### src/rtl/alu_li.sv
// Single-issue binary32 add/multiply unit with valid/ready handshakes on both sides.
// A down-counter models the add/multiply latency; arithmetic flushes subnormals and rounds to nearest even.
module alu_li #(
  parameter int WIDTH               = 32,
  parameter int ADD_PIPELINE_STAGES = 1,
  parameter int MUL_PIPELINE_STAGES = 3
) (
  input  logic             clk,
  input  logic             reset,
  input  logic [WIDTH-1:0] a_in,
  input  logic [WIDTH-1:0] b_in,
  input  logic             op_in,
  input  logic             valid_in,
  output logic             ready_out,
  output logic [WIDTH-1:0] result_out,
  output logic             valid_out,
  input  logic             ready_in
);

  typedef enum logic [1:0] {IDLE, BUSY, DONE} state_t;

  localparam logic [3:0]  ADD_LAT = 4'(ADD_PIPELINE_STAGES);
  localparam logic [3:0]  MUL_LAT = 4'(MUL_PIPELINE_STAGES);
  localparam logic [31:0] QNAN    = 32'h7FC0_0000;

  // Round a 24-bit significand with guard/sticky bits, then saturate or flush the exponent.
  function automatic logic [31:0] pack_rne(input logic s, input logic signed [9:0] e,
                                           input logic [23:0] m, input logic g, input logic st);
    logic [24:0]       m_r;
    logic signed [9:0] e_r;
    logic [22:0]       frac;
    m_r  = {1'b0, m} + {24'd0, g & (st | m[0])};
    e_r  = m_r[24] ? e + 10'sd1 : e;
    frac = m_r[24] ? 23'd0 : m_r[22:0];
    if (e_r >= 10'sd255)    return {s, 8'hFF, 23'd0};
    else if (e_r <= 10'sd0) return {s, 31'd0};
    else                    return {s, e_r[7:0], frac};
  endfunction

  function automatic logic [31:0] fp_add(input logic [31:0] a, input logic [31:0] b);
    logic              za, zb, ia, ib, na, nb, found;
    logic [31:0]       x, y;
    logic [7:0]        diff;
    logic [26:0]       mx, my, my_sh, norm;
    logic [27:0]       sum;
    logic [4:0]        lz;
    logic signed [9:0] e;
    za = (a[30:23] == 8'd0);
    zb = (b[30:23] == 8'd0);
    ia = (a[30:23] == 8'hFF) && (a[22:0] == 23'd0);
    ib = (b[30:23] == 8'hFF) && (b[22:0] == 23'd0);
    na = (a[30:23] == 8'hFF) && (a[22:0] != 23'd0);
    nb = (b[30:23] == 8'hFF) && (b[22:0] != 23'd0);
    if (na || nb)   return QNAN;
    if (ia && ib)   return (a[31] != b[31]) ? QNAN : a;
    if (ia)         return a;
    if (ib)         return b;
    if (za && zb)   return {a[31] & b[31], 31'd0};
    if (za)         return b;
    if (zb)         return a;
    if (a[30:0] >= b[30:0]) begin x = a; y = b; end
    else                    begin x = b; y = a; end
    diff = x[30:23] - y[30:23];
    mx   = {1'b1, x[22:0], 3'b000};
    my   = {1'b1, y[22:0], 3'b000};
    // Bits shifted out of the smaller operand collapse into a sticky LSB.
    if (diff >= 8'd27) my_sh = 27'd1;
    else               my_sh = (my >> diff) | {26'd0, |(my & ~(27'h7FF_FFFF << diff))};
    sum = (x[31] == y[31]) ? {1'b0, mx} + {1'b0, my_sh} : {1'b0, mx} - {1'b0, my_sh};
    if (sum == 28'd0) return 32'd0;
    e = $signed({2'b00, x[30:23]});
    if (sum[27]) begin
      norm = {sum[27:2], sum[1] | sum[0]};
      e    = e + 10'sd1;
    end else begin
      lz    = 5'd0;
      found = 1'b0;
      for (int i = 26; i >= 0; i--) begin
        if (!found) begin
          if (sum[i]) found = 1'b1;
          else        lz    = lz + 5'd1;
        end
      end
      norm = sum[26:0] << lz;
      e    = e - $signed({5'd0, lz});
    end
    return pack_rne(x[31], e, norm[26:3], norm[2], |norm[1:0]);
  endfunction

  function automatic logic [31:0] fp_mul(input logic [31:0] a, input logic [31:0] b);
    logic              s, za, zb, ia, ib, na, nb;
    logic [47:0]       p;
    logic signed [9:0] e;
    s  = a[31] ^ b[31];
    za = (a[30:23] == 8'd0);
    zb = (b[30:23] == 8'd0);
    ia = (a[30:23] == 8'hFF) && (a[22:0] == 23'd0);
    ib = (b[30:23] == 8'hFF) && (b[22:0] == 23'd0);
    na = (a[30:23] == 8'hFF) && (a[22:0] != 23'd0);
    nb = (b[30:23] == 8'hFF) && (b[22:0] != 23'd0);
    if (na || nb)                   return QNAN;
    if ((ia && zb) || (ib && za))   return QNAN;
    if (ia || ib)                   return {s, 8'hFF, 23'd0};
    if (za || zb)                   return {s, 31'd0};
    p = {1'b1, a[22:0]} * {1'b1, b[22:0]};
    e = $signed({2'b00, a[30:23]}) + $signed({2'b00, b[30:23]}) - 10'sd127;
    if (p[47]) return pack_rne(s, e + 10'sd1, p[47:24], p[23], |p[22:0]);
    else       return pack_rne(s, e, p[46:23], p[22], |p[21:0]);
  endfunction

  state_t           state_q, state_d;
  logic [3:0]       cnt_q, cnt_d;
  logic [WIDTH-1:0] a_q, a_d, b_q, b_d, result_q, result_d;
  logic             op_q, op_d;

  always_comb begin
    // NOTE: every output of this block gets a default first so no path can infer a latch.
    state_d  = state_q;
    cnt_d    = cnt_q;
    a_d      = a_q;
    b_d      = b_q;
    op_d     = op_q;
    result_d = result_q;
    unique case (state_q)
      IDLE: if (valid_in) begin
        a_d     = a_in;
        b_d     = b_in;
        op_d    = op_in;
        cnt_d   = op_in ? MUL_LAT : ADD_LAT;
        state_d = BUSY;
      end
      BUSY: if (cnt_q <= 4'd1) begin
        cnt_d    = 4'd0;
        result_d = op_q ? fp_mul(a_q, b_q) : fp_add(a_q, b_q);
        state_d  = DONE;
      end else begin
        cnt_d = cnt_q - 4'd1;
      end
      DONE: if (ready_in) state_d = IDLE;
      default: state_d = IDLE;
    endcase
  end

  // NOTE: state registers use non-blocking assignments so all flops update together on the edge.
  // NOTE: operand registers are reset too; they are few, and it keeps reset state fully defined.
  always_ff @(posedge clk or negedge reset) begin
    if (!reset) begin
      state_q  <= IDLE;
      cnt_q    <= 4'd0;
      a_q      <= '0;
      b_q      <= '0;
      op_q     <= 1'b0;
      result_q <= '0;
    end else begin
      state_q  <= state_d;
      cnt_q    <= cnt_d;
      a_q      <= a_d;
      b_q      <= b_d;
      op_q     <= op_d;
      result_q <= result_d;
    end
  end

  assign ready_out  = (state_q == IDLE);
  assign valid_out  = (state_q == DONE);
  assign result_out = result_q;

endmodule

### config.mk
export PLATFORM = sky130hd
export DESIGN_NAME = alu_li
export DESIGN_NICKNAME = d
export VERILOG_FILES = /design/src/rtl/alu_li.sv
export SDC_FILE = /design/constraint.sdc
export NUM_CORES = 2
export LEC_CHECK = 0
export ABC_CLOCK_PERIOD_IN_PS = 37500
export CELL_PAD_IN_SITES_DETAIL_PLACEMENT = 1
export CELL_PAD_IN_SITES_GLOBAL_PLACEMENT = 2
export CORE_MARGIN = 2
export CORE_UTILIZATION = 43
export CTS_CLUSTER_SIZE = 24
export DETAILED_ROUTE_END_ITERATION = 10
export PLACE_DENSITY_LB_ADDON = 0.1
export REMOVE_ABC_BUFFERS = 1
export SETUP_SLACK_MARGIN = 0.15
export SLEW_MARGIN = 20
export SYNTH_ARGS = -nofsm -noshare
export SYNTH_HDL_FRONTEND = slang
export SYNTH_SLANG_ARGS = --single-unit
### constraint.sdc
create_clock -name clk -period 37.5 [get_ports clk]
set_input_delay 5.625 -clock clk [delete_from_list [all_inputs] [get_ports clk]]
set_output_delay 5.625 -clock clk [all_outputs]
set_load 0.005 [all_outputs]
==> out/metrics.yaml <==
floorplan:
  num_rows: 111
  die_area_um2: 95420
  start_util_pct: 43.48
  io_pins: 103
  die_x_um: 308.9
  dieHeight_um: 308.9
  core_area_um2: 91940
hold_path:
  hold_class: "flop to flop"
  hold_start: "cnt_q[0]"
  worstHoldPathCells: 1
critical_path:
  path_delay_family: "compound AO/OA/AOI/OAI gates"
  start_kind: "flop"
  slowest_stage: "o31ai_1"
  path_buf_inv: 7
  crit_required_ps: 37740
  end_kind: "flop"
  path_max_fanout: 29
  critPathArrivalTime_ps: 28770
  reg2reg_depth: 114
  worstSetupPathType: "flop to flop"
  crit_start: "b_q[9]"
  rr_startpoint: "b_q[9]"
  crit_top_cell: "ha_1"
  max_stage_delay_ps: 890
  path_depth: 114
timing:
  post-route-period-util_pct: 76.07
  worst_pin_slew_ps: 1127
  setup_violations: 0
  hold_violations: 0
  fin_setup_tns_ps: 0
  period_needed_ps: 28520
  slew_viol_final: 0
  clock_skew_ps: 28.14
  relSlewSlack_pct: 24.24
  rsz0062_at_grt: "no"
  max_freq_mhz: 35.06
  holdWs_ps: 541.4
route:
  wl_per_cell_um: 25.88
  dr.pass1.iters: 6
  top_layer: "met5"
  drc: 0
  routed_wl_mm: 165.3
  viasPerCell: 6.011
  wl_met1_mm: 70.28
  postRouteAntennaNets: 0
  met3_length_mm: 11.30
  drt_iter0_markers: 3133
  met2_length_mm: 77.85
  vias: 38400
synthesis:
  yosysWarnings: 0
  syn_area_um2: 39980
  synth.avg_cell_area_um2: 7.668
  async_flop_share_pct: 100.0
  yosysTopAreaCell: "fa_1"
  ys_seq_area_share_pct: 6.448
  synth_top_flop_cell: "dfrtp_1"
  synth_most_common_cell: "nand2_1"
  synth_edf_count: 0
  synth.distinct_cells: 123
  ys_seq_elements: 103
  yosys-top-cells-count: "nand2_1, inv_1, fa_1"
  synthTopCellsByArea: "fa_1, ha_1, nand2_1"
  synth_top_area_share_pct: 24.29
  syn_inst: 5213
clocking:
  ctsHoldBuffers: 0
  h-tree-depth: 3
  clk_latency_ps: 430
  cts_resized: 0
  cts.clk_slew.worst_paths_ps: 90
  cts_num_sinks: 103
  clockRootBuffer: "clkbuf_16"
  cts_setup_buffers: 0
  cts.path.max_buffers: 2
  cts_buffers: 9
  cts_tree: "built"
cells_and_area:
  drive_gt1_share_pct: 5.193
  area_delta_synth_final_pct: 6.482
  fillers: 11400
  nets: 6020
placed_design:
  gp_congestion: 0.9815
  place_hpwl_mm: 127.3
  port_buffers: 102
outcome:
  status: "finished, final reports clean"
global_routing:
  grt_pass1_vias: 40250
  antenna_found_initial: 6
  overflow: 0
  grt_pass1_wl_mm: 252.9
  grt_max_degree: 73
  track_usage_pct: 34.94
run:
  cap_violations: 0
[stage by stage]
stage | instance area, um2 | setup WS (ps) | cells | util [%]
detailed placement | 42260 | 9594 | 6369 | 45.96
floorplan | 38770 | 11900 | 4916 | -
global placement | 42260 | 10410 | 6369 | 45.96
global route | 42560 | 6887 | 6385 | 46.29
finish | 42570 | 8975 | 6387 | 46.30
CTS | 42550 | 9424 | 6385 | 46.28
[routing by layer]
metal	vias to the layer above	track usage (%)
li1	17180	-
met1	19590	46.26
met2	1291	58.34
met3	329	5.145
met4	4	11.84
met5	-	0
[layout make-up]
| cell class | count | area [um2] | share of cell area, % |
|---|---|---|---|
| antenna | 2 | 5.005 | 0.01176 |
| clock buffer | 9 | 225.2 | 0.5291 |
| clock inverter | 7 | 68.82 | 0.1617 |
| inverter | 676 | 2540 | 5.967 |
| multi-input combinational | 4137 | 33760 | 79.32 |
| sequential | 103 | 2577 | 6.055 |
| tap | 1243 | 1555 | 3.654 |
| timing repair buffer | 210 | 1833 | 4.306 |
[path summary, 6_finish.rpt]
kind	endpoint	slack [ps]
max	result_out[3]	8980
min	cnt_q[0]	540
max reg2reg	result_out[3]	8980
min reg2reg	cnt_q[0]	540
max in group asynchronous	b_q[13]	30990
min in group asynchronous	a_q[29]	5150
[sequential cells by signal (all words and copies together), names as in the netlist]
signal	count
state_q	2
cnt_q	4
op_q	1
a_q	32
b_q	32
result_out	32
[worst reg2reg max path: cells and delay by family (launching register included)]
family,cells,cell delay [ps]
AOI/OAI and AO/OA,47,10390
xor gates and xnor gates,3,1270
adders and majority gates,16,5080
buffers and inverters,7,1600
DFF,1,340
muxes,5,1330
and+or+nand+nor,36,8390
[cell usage in the layout (no fill, tap or decap), types with 18 or more instances in the layout]
master           synthesis  final
and2_1                 225    224
ha_1                   329    328
a21o_1                  44     43
inv_1                  668    668
a31oi_1                 34     34
mux2i_1                 92     92
nand4_1                 47     47
or3_1                   33     33
nor4_1                  40     37
nor3_1                 110    110
a21oi_1                289    289
or2_2                   21     21
o22ai_1                 35     35
nand2_1                792    792
a22oi_1                 24     24
mux2_2                  18     18
buf_4                    5    108
xnor2_1                151    147
o21bai_1                36     36
o211ai_1                33     33
xor2_1                  68     68
o21ai_0                228    228
a211oi_1                33     32
o21a_1                  18     18
o31ai_1                 29     28
nor2b_1                 39     39
and3_1                  31     31
nor2_1                 359    358
dfrtp_1                103    103
fa_1                   485    485
nand3_1                138    138
nand2b_1                29     29
clkdlybuf4s50_1          0    101
[logic make-up after synthesis]
logic type | share of synthesized area (%)
muxes | 4.038
adders and majority gates | 34.71
and+or+nand+nor | 23.10
buffers and inverters | 9.362
xor gates and xnor gates | 5.546
AOI/OAI and AO/OA | 16.80
DFF | 6.448
Power is left out: the tool's default activity adds up to more than one toggle a clock period on the data nets, which glitch-free logic cannot reach.
